`src/rtl/adder_tree_pkg.sv`:
```
// Shared constants and width helpers for the pipelined signed adder tree.
// The tree is laid out level by level on one flat bus; the offset helpers locate each level.
package adder_tree_pkg;

    localparam int LSB_W_DEF = 7;
    localparam int ACC_W_DEF = 20;

    function automatic int clog2(input int n);
        int r;
        int v;
        r = 0;
        v = 1;
        while (v < n) begin
            v = v << 1;
            r = r + 1;
        end
        return r;
    endfunction

    function automatic int sum_w(input int w, input int n_in);
        return w + clog2(n_in);
    endfunction

    function automatic int lvl_w(input int w, input int lvl);
        return w + lvl;
    endfunction

    // Bit offset of the operand group feeding level lvl on the flat data bus.
    function automatic int data_off(input int n_in, input int w, input int lvl);
        int o;
        o = 0;
        for (int k = 0; k < lvl; k++) begin
            o = o + (n_in >> k) * lvl_w(w, k);
        end
        return o;
    endfunction

    function automatic int vld_off(input int n_in, input int lvl);
        int o;
        o = 0;
        for (int k = 0; k < lvl; k++) begin
            o = o + (n_in >> k);
        end
        return o;
    endfunction

endpackage

```
`src/rtl/adder_tree_node.sv`:
```
// Two-stage split-carry adder of two signed operands: low slice first, high slice
// with the registered carry one cycle later. Result is one bit wider than the operands.
module adder_tree_node
    import adder_tree_pkg::*;
#(
    parameter int OP_W  = 12,
    parameter int LSB_W = LSB_W_DEF
) (
    input  logic                   clk,
    input  logic                   rst,
    input  logic                   en,
    input  logic                   valid_in,
    input  logic signed [OP_W-1:0] a,
    input  logic signed [OP_W-1:0] b,
    output logic                   valid_out,
    output logic signed [OP_W:0]   sum
);

    localparam int HI_W = OP_W - LSB_W;

    logic [LSB_W:0]   lo_r;
    logic [HI_W-1:0]  a_hi_r;
    logic [HI_W-1:0]  b_hi_r;
    logic             v_lo_r;
    logic [HI_W:0]    hi_s;

    // First stage: low-slice add with carry-out, high operand bits carried alongside
    always_ff @(posedge clk or posedge rst) begin
        if (rst) begin
            lo_r   <= '0;
            a_hi_r <= '0;
            b_hi_r <= '0;
            v_lo_r <= 1'b0;
        end else if (en) begin
            lo_r   <= {1'b0, a[LSB_W-1:0]} + {1'b0, b[LSB_W-1:0]};
            a_hi_r <= a[OP_W-1:LSB_W];
            b_hi_r <= b[OP_W-1:LSB_W];
            v_lo_r <= valid_in;
        end
    end

    // High slice: sign-extended operands plus the registered low-slice carry
    always_comb begin
        hi_s = {a_hi_r[HI_W-1], a_hi_r} + {b_hi_r[HI_W-1], b_hi_r}
             + {{HI_W{1'b0}}, lo_r[LSB_W]};
    end

    // Second stage: assemble the full-width sum from the high result and delayed low bits
    always_ff @(posedge clk or posedge rst) begin
        if (rst) begin
            sum       <= '0;
            valid_out <= 1'b0;
        end else if (en) begin
            sum       <= {hi_s, lo_r[LSB_W-1:0]};
            valid_out <= v_lo_r;
        end
    end

endmodule

```
`src/rtl/adder_tree_pipe.sv`:
```
// Pipelined signed adder tree with valid/ready flow control and a global stall enable.
// Optional output accumulator enabled by defining ADDER_TREE_ACC_EN.
module adder_tree_pipe
    import adder_tree_pkg::*;
#(
    parameter int N_IN  = 8,
    parameter int W     = 12,
    parameter int LSB_W = LSB_W_DEF,
    parameter int ACC_W = ACC_W_DEF
) (
    input  logic                            clk,
    input  logic                            rst,
    input  logic                            in_valid,
    output logic                            in_ready,
    input  logic [N_IN*W-1:0]               in_data,
    output logic                            out_valid,
    input  logic                            out_ready,
`ifdef ADDER_TREE_ACC_EN
    input  logic                            acc_clr,
    output logic signed [ACC_W-1:0]         out_sum
`else
    output logic signed [sum_w(W,N_IN)-1:0] out_sum
`endif
);

    localparam int L     = clog2(N_IN);
    localparam int SUM_W = sum_w(W, N_IN);
    localparam int D_TOT = data_off(N_IN, W, L) + SUM_W;
    localparam int V_TOT = vld_off(N_IN, L) + 1;

    if (N_IN < 2 || (N_IN & (N_IN - 1)) != 0 || LSB_W < 1 || LSB_W >= W || ACC_W < SUM_W) begin : g_bad_cfg
        $error("adder_tree_pipe: unsupported N_IN/W/LSB_W/ACC_W combination");
    end

    logic [D_TOT-1:0]        tree_s;
    logic [V_TOT-1:0]        vld_s;
    logic                    en_s;
    logic                    accept_s;
    logic signed [SUM_W-1:0] tree_sum_s;
    logic                    tree_valid_s;

    // Whole pipeline advances unless a finished result is waiting on the consumer
    always_comb begin
        en_s     = out_ready | ~out_valid;
        accept_s = in_valid & en_s;
    end

    assign in_ready          = en_s;
    assign tree_s[N_IN*W-1:0] = in_data;
    assign vld_s[N_IN-1:0]   = {N_IN{accept_s}};

    for (genvar l = 0; l < L; l++) begin : g_lvl
        localparam int OW = lvl_w(W, l);
        localparam int NN = N_IN >> (l + 1);
        localparam int DI = data_off(N_IN, W, l);
        localparam int DO = data_off(N_IN, W, l + 1);
        localparam int VI = vld_off(N_IN, l);
        localparam int VO = vld_off(N_IN, l + 1);
        for (genvar j = 0; j < NN; j++) begin : g_node
            adder_tree_node #(
                .OP_W  (OW),
                .LSB_W (LSB_W)
            ) u_node (
                .clk       (clk),
                .rst       (rst),
                .en        (en_s),
                .valid_in  (vld_s[VI+2*j] & vld_s[VI+2*j+1]),
                .a         (tree_s[DI+(2*j)*OW +: OW]),
                .b         (tree_s[DI+(2*j+1)*OW +: OW]),
                .valid_out (vld_s[VO+j]),
                .sum       (tree_s[DO+j*(OW+1) +: OW+1])
            );
        end
    end

    assign tree_sum_s   = tree_s[D_TOT-1 -: SUM_W];
    assign tree_valid_s = vld_s[V_TOT-1];

`ifdef ADDER_TREE_ACC_EN
    logic [2*L-1:0]          clr_pipe_r;
    logic signed [ACC_W-1:0] acc_r;
    logic                    acc_v_r;
    logic signed [ACC_W-1:0] tree_ext_s;

    // Clear flag rides alongside its vector so it meets the tree sum at the accumulator
    always_ff @(posedge clk or posedge rst) begin
        if (rst) begin
            clr_pipe_r <= '0;
        end else if (en_s) begin
            clr_pipe_r <= {clr_pipe_r[2*L-2:0], acc_clr};
        end
    end

    // Sign-extend the tree sum to accumulator width
    always_comb begin
        tree_ext_s = ACC_W'(tree_sum_s);
    end

    // Accumulator stage; wraps modulo 2^ACC_W and only moves on a valid vector
    always_ff @(posedge clk or posedge rst) begin
        if (rst) begin
            acc_r   <= '0;
            acc_v_r <= 1'b0;
        end else if (en_s) begin
            acc_v_r <= tree_valid_s;
            if (tree_valid_s) begin
                if (clr_pipe_r[2*L-1]) begin
                    acc_r <= tree_ext_s;
                end else begin
                    acc_r <= acc_r + tree_ext_s;
                end
            end
        end
    end

    assign out_sum   = acc_r;
    assign out_valid = acc_v_r;
`else
    assign out_sum   = tree_sum_s;
    assign out_valid = tree_valid_s;
`endif

endmodule

```
`config.mk`:
```
export PLATFORM = sky130hd
export DESIGN_NAME = adder_tree_pipe
export DESIGN_NICKNAME = d
export VERILOG_FILES = /design/src/rtl/adder_tree_pkg.sv /design/src/rtl/adder_tree_node.sv /design/src/rtl/adder_tree_pipe.sv
export SDC_FILE = /design/constraint.sdc
export NUM_CORES = 1
export LEC_CHECK = 0
export CORE_ASPECT_RATIO = 1.25
export CORE_MARGIN = 2
export CORE_UTILIZATION = 53
export CTS_CLUSTER_SIZE = 20
export DETAILED_ROUTE_END_ITERATION = 10
export PLACE_DENSITY = 0.77
export SLEW_MARGIN = 10
export SYNTH_ARGS = -nofsm -noshare
export SYNTH_HDL_FRONTEND = slang
export SYNTH_HIERARCHICAL = 1
export SYNTH_SLANG_ARGS = --single-unit
```
`constraint.sdc`:
```
create_clock -name clk -period 1.9 [get_ports clk]
set_input_delay 0.38 -clock clk [delete_from_list [all_inputs] [get_ports clk]]
set_output_delay 0.38 -clock clk [all_outputs]
set_load 0.05 [all_outputs]
```
==> results of run 1 <==
==> layout by cell type (no fill, tap or decap), types with 15 or more instances in the layout <==
master | synthesis | layout
a21o_1 | 15 | 15
a21oi_1 | 46 | 42
buf_4 | 0 | 96
clkbuf_16 | 0 | 27
clkdlybuf4s50_1 | 0 | 99
dfrtp_1 | 243 | 243
ha_1 | 81 | 81
inv_1 | 77 | 66
mux2_2 | 159 | 158
nand2_1 | 45 | 45
nor2_1 | 52 | 52
nor3_1 | 19 | 19
o21a_1 | 23 | 23
o21ai_0 | 61 | 61
xnor2_1 | 22 | 22
==> flip-flops by register name, indices dropped and copies added (netlist names) <==
signal and flops:
g_lvl.g_node.u_node/a_hi_r 39, g_lvl.g_node.u_node/b_hi_r 39, g_lvl.g_node.u_node/lo_r 56, g_lvl.g_node.u_node/sum 95, g_lvl.g_node.u_node/v_lo_r 7, g_lvl.g_node.u_node/valid_out 7
==> cell families after synthesis <==
family | Yosys count | share of synthesized area [%]
AOI/OAI and AO/OA | 243 | 12.9
muxes | 167 | 14.9
and+or+nand+nor | 177 | 6.99
buffers and inverters | 113 | 3.95
adders and majority gates | 102 | 11.4
DFF | 243 | 48.3
xor gates and xnor gates | 22 | 1.53
==> timing repair <==
action,in CTS,in global routing
gates cloned,0,1
gates resized for setup,11,23
pin swaps,3,6
hold endpoints to repair,0,0
endpoints found under the setup margin,5,13
setup buffers,3,6
==> metal layers <==
metal / share of wire (%) / global-route usage [%]
met1: 43 / 25.9
met4: 2.6 / 6.96
met5: 0 / 0
met2: 51 / 36.2
met3: 3.9 / 2.93
==> power by group through the flow <==
| stage | clock, mW | combinational [mW] | sequential (mW) |
|---|---|---|---|
| floorplan | 0 | 4.73 | 7.88 |
| global placement | 0 | 6.76 | 7.67 |
| detailed placement | 0 | 6.98 | 7.72 |
| CTS | 5.31 | 7.09 | 7.66 |
| global route | 5.53 | 7.96 | 7.82 |
| finish | 5.18 | 7.15 | 7.64 |
==> cell type report <==
cell class,instances,area (um^2)
Fill cell,1735,7780
Timing Repair Buffer,210,2020
Tap cell,292,365
Inverter,78,293
Clock inverter,9,163
Clock buffer,35,724
Multi-Input combinational cell,711,6070
Sequential cell,243,6080
==> worst max-delay path: cells and delay by family, from the launching register on <==
family,cells,cell delay (ps)
buffers and inverters,3,410
DFF,1,400
and+or+nand+nor,1,110
==> path summary, 6_finish.rpt <==
check | slack (ps) | to | cells past startpoint | startpoint
worst max-delay path | 60 | in_ready | 4 | g_lvl[2].g_node[0].u_node/valid_out
worst min-delay path | 320 | g_lvl[0].g_node[1].u_node/valid_out | 2 | rst
worst max register to register | 60 | g_lvl[0].g_node[1].u_node/sum[11] | 8 | g_lvl[0].g_node[1].u_node/a_hi_r[0]
worst min register to register | 480 | g_lvl[0].g_node[2].u_node/sum[2] | 1 | g_lvl[0].g_node[2].u_node/lo_r[2]
max in group asynchronous | 1140 | g_lvl[0].g_node[2].u_node/sum[7] | 3 | rst
min in group clk | 420 | g_lvl[0].g_node[3].u_node/b_hi_r[0] | 3 | in_data[91]
==> results.json, run 1 <==
{
  "drtIter0Drc": 458,
  "cp_cell_sequence": "nand2b_4 > buf_12 > buf_12 > buf_12",
  "io_buffers": 116,
  "drive_above_1_share_pct": 28.0,
  "cpMostUsedCell": "buf_12",
  "finalCritPeriodShare_pct": 96.7,
  "clkPwrFrac_pct": 25.9,
  "tns_ps": 0,
  "fin_cells": 1578,
  "fin_skew_ps": 27.7,
  "syn_area_per_cell_um2": 11.8,
  "numCtsBuffers": 26,
  "path_clk_slew_ps": 60,
  "path_class": "reg2out",
  "power_density_nw_per_um2": 1270,
  "report.final.slew_viol_count": 0,
  "setup_viol": 0,
  "vias": 8652,
  "wl_um": 24900,
  "grt_usage_pct": 20.5,
  "dp.cells": 1524,
  "vias_per_cell": 5.48,
  "grt_pass1_wl_um": 42100,
  "synthTopCellsByCount": "dfrtp_1 (243), mux2_2 (159), ha_1 (81)",
  "cts.sinks": 243,
  "hold_ws_ps": 317,
  "utilization_pct": 66.9,
  "yosysWarnings": 6,
  "setup_ws_ps": 62.3,
  "syn_area_um2": 12600,
  "yosys-top-cells-area": "dfrtp_1 (48%), mux2_2 (14%), ha_1 (8.1%)",
  "ys_types": 55,
  "fp-row-count": 63,
  "die-area_um2": 25000,
  "yosysSeqAreaShare_pct": 48.3,
  "io-pin-count": 117,
  "drv_cap": 0,
  "holdBufCountCts": 0,
  "grt_max_degree": 40,
  "initial_core_util_pct": 53.6,
  "synth-seq-cells": 243,
  "place_area_um2": 14700,
  "htree_levels": 1,
  "slowest_stage": "dfrtp_1",
  "overflow": 0,
  "ant_nets": 0,
  "gp_congestion": 0.868,
  "worstMarginPinSlew_ps": 392,
  "switchingPower_mw": 6.51,
  "cts_tree": "yes",
  "finalHoldViolCount": 0,
  "swShare_pct": 32.6,
  "firstDrtPassIters": 4,
  "ys.flop_type": "dfrtp_1",
  "die_h_um": 176,
  "leakage_nw": 7.15,
  "dp_slack_ps": -318,
  "clock.fmax_mhz": 544,
  "p_seq_share_pct": 38.3,
  "status": "complete, no violations",
  "synth.most_common_cell": "dfrtp_1",
  "yosysTopAreaCell": "dfrtp_1",
  "grt_pass1_vias": 8946,
  "diodes": 0,
  "rsz0062_at_grt": "yes",
  "cp-end-kind": "output pin",
  "min_period_ps": 1840,
  "clk_latency_ps": 540,
  "area_growth_pct": 24.9,
  "drc_errors": 0,
  "core_area_um2": 23500,
  "ys_async_sr_fraction_pct": 100,
  "synth_cells": 1067,
  "dp_hpwl_um": 18400,
  "internal_power_mw": 13.5,
  "syn_nets": 1269,
  "design_area_um2": 15700,
  "max_stage_delay_ps": 400,
  "start_kind": "flop",
  "crit_fanout": 11,
  "p_comb_share_pct": 35.8,
  "clock-root-buffer": "clkbuf_16",
  "p_total_mw": 20.0,
  "ir_drop_mv": 0.740,
  "cp.arrival_ps": 1460,
  "relSlewSlack_pct": 73.7,
  "synth_top_area_share_pct": 48.3,
  "final_nets": 1472,
  "cp_data_required_time_ps": 1520,
  "synth_edf_count": 0,
  "cts_buffer_depth": 3,
  "hold_class": "in2async",
  "post_drt_wl_per_cell_um": 15.8,
  "dieWidth_um": 142,
  "antenna_found_initial": 0
}
Power figures use the tool's default switching activity.
==> inputs of run 2 (changes only) <==
Settings changed: CORE_UTILIZATION 53 to 45, PLACE_DENSITY 0.77 to 0.68.
==> run 2 against run 1 <==
  * Sequential share of layout area is 0.054 points higher
  * Power decreased by 2.7%
  * Count of clock-buffer cells in the layout is 2 lower
  * Worst hold slack better by 9.4 ps
  * Combinational power fell by 0.7%
  * Core utilization shrank 10 points
  * Largest cell class is now multi-input combinational cells
  * Cell count increased by 3.8%
  * Critical path depth rose by 4
==> results.json, run 2 (synthesis gave the netlist of run 1 again) <==
{
  "status": "complete, no violations",
  "clkPwrFrac_pct": 24.2,
  "start_kind": "flop",
  "reg2reg_slack_ps": 70,
  "vias_per_cell": 5.28,
  "finalHoldViolCount": 0,
  "crit_end": "g_lvl[0].g_node[3].u_node/sum[11]",
  "report.final.slew_viol_count": 0,
  "ir_drop_mv": 0.723,
  "crit-reg2reg-launch": "g_lvl[0].g_node[3].u_node/lo_r[7]",
  "cts_buffer_depth": 3,
  "core_area_um2": 27600,
  "reg.largest.list": "g_lvl.g_node.u_node/sum x95, g_lvl.g_node.u_node/lo_r x56",
  "crit_fanout": 2,
  "wl_um": 25200,
  "min_period_ps": 1830,
  "fin_skew_ps": 9.49,
  "cp-end-kind": "flop",
  "fin_cells": 1638,
  "initial_core_util_pct": 45.6,
  "ant_nets": 0,
  "io-pin-count": 117,
  "die-area_um2": 29300,
  "final_nets": 1473,
  "numCtsBuffers": 25,
  "area_growth_pct": 24.7,
  "drc_errors": 0,
  "dieWidth_um": 154,
  "startpoint": "g_lvl[0].g_node[3].u_node/lo_r[7]",
  "drv_cap": 0,
  "worstMarginPinSlew_ps": 404,
  "hold_ws_ps": 326,
  "design_area_um2": 15700,
  "regMostFlops": "g_lvl.g_node.u_node/sum",
  "gr-usage-met3_pct": 2.90,
  "fp-row-count": 68,
  "power_density_nw_per_um2": 1240,
  "drive_above_1_share_pct": 28.6,
  "leakage_nw": 7.10,
  "overflow": 0,
  "swShare_pct": 33.3,
  "clock.fmax_mhz": 547,
  "final_common_cell": "dfrtp_1",
  "grt_util_met1_pct": 22.3,
  "rr_worst_depth": 8,
  "die_h_um": 191,
  "firstDrtPassIters": 4,
  "grt_busiest_layer": "met2",
  "grt_pass1_vias": 9038,
  "drtIter0Drc": 399,
  "path_clk_slew_ps": 60,
  "grt_pass1_wl_um": 43600,
  "post_drt_wl_per_cell_um": 15.4,
  "htree_levels": 1,
  "setup_viol": 0,
  "dp_hpwl_um": 18600,
  "hold_class": "in2async",
  "gp_congestion": 0.872,
  "diodes": 0,
  "regToRegEndpoint": "g_lvl[0].g_node[3].u_node/sum[11]",
  "p_comb_share_pct": 36.5,
  "grt_usage_pct": 17.8,
  "holdBufCountCts": 0,
  "dp.cells": 1590,
  "internal_power_mw": 13.0,
  "final_cell_mix": "dfrtp_1 (242), mux2_2 (158), clkdlybuf4s50_1 (99)",
  "cts.sinks": 243,
  "clk_latency_ps": 520,
  "switchingPower_mw": 6.47,
  "grt.met2_usage_pct": 32.0,
  "cp_data_required_time_ps": 2300,
  "largest_reg_flops": 95,
  "relSlewSlack_pct": 72.9,
  "clock-root-buffer": "clkbuf_16",
  "utilization_pct": 56.9,
  "cp.arrival_ps": 2230,
  "grt_max_degree": 40,
  "vias": 8654,
  "path_class": "reg2reg",
  "place_area_um2": 14800,
  "antenna_found_initial": 0,
  "finalCritPeriodShare_pct": 96.2,
  "io_buffers": 116,
  "p_seq_share_pct": 39.3,
  "cts_tree": "yes"
}
==> run 2: cell types whose count changed in the layout (fill, tap and decap cells not counted), sizes merged <==
| cell | change |
|---|---|
| buf | +2 |
| bufinv | -3 |
| clkbuf | -3 |
| clkinv | +2 |
| clkinvlp | +3 |
| nand2b | +1 |
==> run 2: how the worst min path moves through the flow <==
stage,to,cells past startpoint
finish,g_lvl[0].g_node[1].u_node/valid_out,2
global route,g_lvl[0].g_node[1].u_node/v_lo_r,2
CTS,g_lvl[0].g_node[1].u_node/v_lo_r,2
detailed placement,g_lvl[0].g_node[3].u_node/lo_r[4],1
global placement,g_lvl[1].g_node[1].u_node/lo_r[4],1
floorplan,g_lvl[1].g_node[0].u_node/lo_r[4],1
==> run 2: what timing repair did <==
action                     4_1_cts  5_1_grt
resized for setup               12       26
pin swaps                        2       12
hold endpoints to repair         0        0
gates cloned                     0        1
buffers inserted                 0        4
setup endpoints to repair        5       12
==> run 2: worst max-delay path: stages (launching register included) <==
cell	delay, ps
dfrtp_1	380
inv_2	80
fa_2	200
inv_1	50
fa_2	340
a21o_1	170
a21oi_2	160
xnor2_1	80
mux2_2	260
==> run 2: power groups by stage <==
stage | Combinational [mW] | Sequential, mW | Clock, mW
after floorplan | 4.73 | 7.88 | 0
after global placement | 6.82 | 7.69 | 0
after detailed placement | 6.99 | 7.74 | 0
after CTS | 7.05 | 7.65 | 4.86
after global routing | 7.96 | 7.83 | 5.06
final | 7.10 | 7.63 | 4.71
==> run 2: layout make-up <==
class | instances | area, um^2
well taps | 350 | 438
fillers | 2366 | 11900
clock buffers | 33 | 696
multi-input cells | 712 | 6080
repair buffers | 211 | 2010
clock inverters | 11 | 90.1
flip-flops and latches | 243 | 6080
inverters | 78 | 293
==> run 2: stage by stage <==
step	total power, mW	setup TNS (ps)	setup WS, ps
after floorplan	12.6	0	69.9
after global placement	14.5	-4770	-261
after detailed placement	14.7	-6240	-307
after CTS	19.6	0	2.50
after global routing	20.8	-23.9	-16.2
final	19.4	0	72.3
==> run 2: metal layers <==
| layer | up-vias | wire length, um |
|---|---|---|
| met2 | 161 | 12800 |
| met4 | 0 | 523 |
| li1 | 4235 | - |
| met5 | - | 0 |
| met1 | 4222 | 10900 |
| met3 | 36 | 961 |
==> inputs of run 3 (changes only) <==
Settings changed: SKIP_CTS_REPAIR_TIMING set to 1.
==> run 3 against run 2 <==
  * Worst hold slack worse by 8.8 ps
  * Clock power hardly changed
  * Combinational power hardly changed
  * Clock skew hardly changed
  * Core utilization hardly changed
  * Flip-flop and latch count stayed put
  * Maximum frequency is 0.10% higher
  * Critical path type unchanged
  * Largest cell class is now registers
==> results.json, run 3 (synthesis gave the netlist of run 1 again) <==
{
  "startpoint": "g_lvl[0].g_node[3].u_node/lo_r[7]",
  "fin_cells": 1636,
  "fin_skew_ps": 9.40,
  "vias": 8615,
  "grt_pass1_vias": 9041,
  "drtIter0Drc": 386,
  "crit_fanout": 2,
  "clk_latency_ps": 520,
  "worstMarginPinSlew_ps": 404,
  "grt_pass1_wl_um": 43600,
  "io-pin-count": 117,
  "final_common_cell": "dfrtp_1",
  "max_stage_delay_ps": 370,
  "core_area_um2": 27600,
  "area_growth_pct": 24.7,
  "gp_congestion": 0.872,
  "grt_max_degree": 40,
  "final_nets": 1471,
  "wl_um": 24900,
  "dp_hpwl_um": 18600,
  "grt_usage_pct": 17.8,
  "cts_tree": "yes",
  "leakage_nw": 7.10,
  "cts_buffer_depth": 3,
  "relSlewSlack_pct": 72.8,
  "drv_cap": 0,
  "initial_core_util_pct": 45.6,
  "overflow": 0,
  "diodes": 0,
  "cp_cell_sequence": "inv_2 > fa_2 > inv_1 > fa_2 > a21o_1 > a21oi_2 > xnor2_1 > mux2_2",
  "path_clk_slew_ps": 60,
  "crit_end": "g_lvl[0].g_node[3].u_node/sum[11]",
  "min_period_ps": 1830,
  "rr_worst_depth": 8,
  "fill_cells": 2366,
  "clock.fmax_mhz": 548,
  "reg.largest.list": "g_lvl.g_node.u_node/sum x95, g_lvl.g_node.u_node/lo_r x56",
  "vias_per_cell": 5.27,
  "rsz0062_at_grt": "yes",
  "regToRegEndpoint": "g_lvl[0].g_node[3].u_node/sum[11]",
  "regMostFlops": "g_lvl.g_node.u_node/sum",
  "slowest_stage": "dfrtp_1",
  "finalHoldViolCount": 0,
  "p_total_mw": 19.4,
  "drive_above_1_share_pct": 28.5,
  "crit-reg2reg-launch": "g_lvl[0].g_node[3].u_node/lo_r[7]",
  "ir_drop_mv": 0.725,
  "dp.cells": 1590,
  "die-area_um2": 29300,
  "reg2reg_slack_ps": 70,
  "crit_family": "adder cells",
  "setup_viol": 0,
  "finalCritPeriodShare_pct": 96.1,
  "drc_errors": 0,
  "ant_nets": 0,
  "firstDrtPassIters": 4,
  "dp_slack_ps": -307,
  "dieWidth_um": 154,
  "numCtsBuffers": 25,
  "status": "complete, no violations",
  "cp.arrival_ps": 2230,
  "path_class": "reg2reg",
  "crit_buf_inv": 2,
  "cts.sinks": 243,
  "io_buffers": 116,
  "final_cell_mix": "dfrtp_1 (243), mux2_2 (158), clkdlybuf4s50_1 (99)",
  "hold_class": "in2async",
  "setup_ws_ps": 74.2,
  "clock-root-buffer": "clkbuf_16",
  "die_h_um": 191,
  "antenna_found_initial": 0,
  "fp-row-count": 68,
  "start_kind": "flop",
  "largest_reg_flops": 95,
  "cp_num_cells": 8,
  "cpMostUsedCell": "fa_2",
  "cp-end-kind": "flop",
  "report.final.slew_viol_count": 0,
  "post_drt_wl_per_cell_um": 15.2,
  "power_density_nw_per_um2": 1240,
  "htree_levels": 1,
  "cp_data_required_time_ps": 2310
}
==> run 3: cell types whose count changed in the layout (fill, tap and decap cells not counted) <==
cell      previous run  this run
buf_4               98        96
buf_12              14        15
dfrtp_1            242       243
dfrtp_2              1         0
inv_1               65        64
inv_2               12        13
nand2b_2             1         0
==> run 3: layout make-up <==
cell class              count  area (um^2)  share of cell area, %
multi-input cells         711         6080                   38.7
inverters                  78          293                   1.87
well taps                 350          438                   2.79
flip-flops and latches    243         6080                   38.8
clock inverters            11         90.1                  0.574
repair buffers            210         2010                   12.8
clock buffers              33          696                   4.44
==> run 3: worst min path at each step <==
stage / slack [ps] / end
after CTS: 300 / g_lvl[0].g_node[1].u_node/v_lo_r
after global routing: 340 / g_lvl[0].g_node[1].u_node/v_lo_r
after detailed placement: 470 / g_lvl[0].g_node[3].u_node/lo_r[4]
after floorplan: 440 / g_lvl[1].g_node[0].u_node/lo_r[4]
final: 320 / g_lvl[0].g_node[1].u_node/valid_out
after global placement: 460 / g_lvl[1].g_node[1].u_node/lo_r[4]
==> run 3: metrics by stage <==
stage,instance area [um^2],hold WS (ps),TNS [ps],util (%)
detailed placement,14800,471,-6240,53.7
global placement,14800,461,-4770,53.7
global route,15700,338,-17.6,56.9
floorplan,12600,444,0,-
CTS,15600,297,-355,56.5
finish,15700,317,0,56.9
==> run 3: where the power goes <==
part | leakage, nW | switching [mW] | internal (mW)
clock network | 0.380 | 2.00 | 2.71
registers | 2.84 | 0.969 | 6.66
logic | 3.88 | 3.49 | 3.60
total | 7.10 | 6.46 | 13.0
==> run 3: per-layer routing <==
layer | global-route usage [%] | vias up | part of all wire [%]
li1 | - | 4232 | -
met1 | 22.3 | 4186 | 43
met2 | 32.0 | 161 | 51
met3 | 2.90 | 36 | 4.0
met4 | 4.52 | 0 | 2.1
met5 | 0 | - | 0
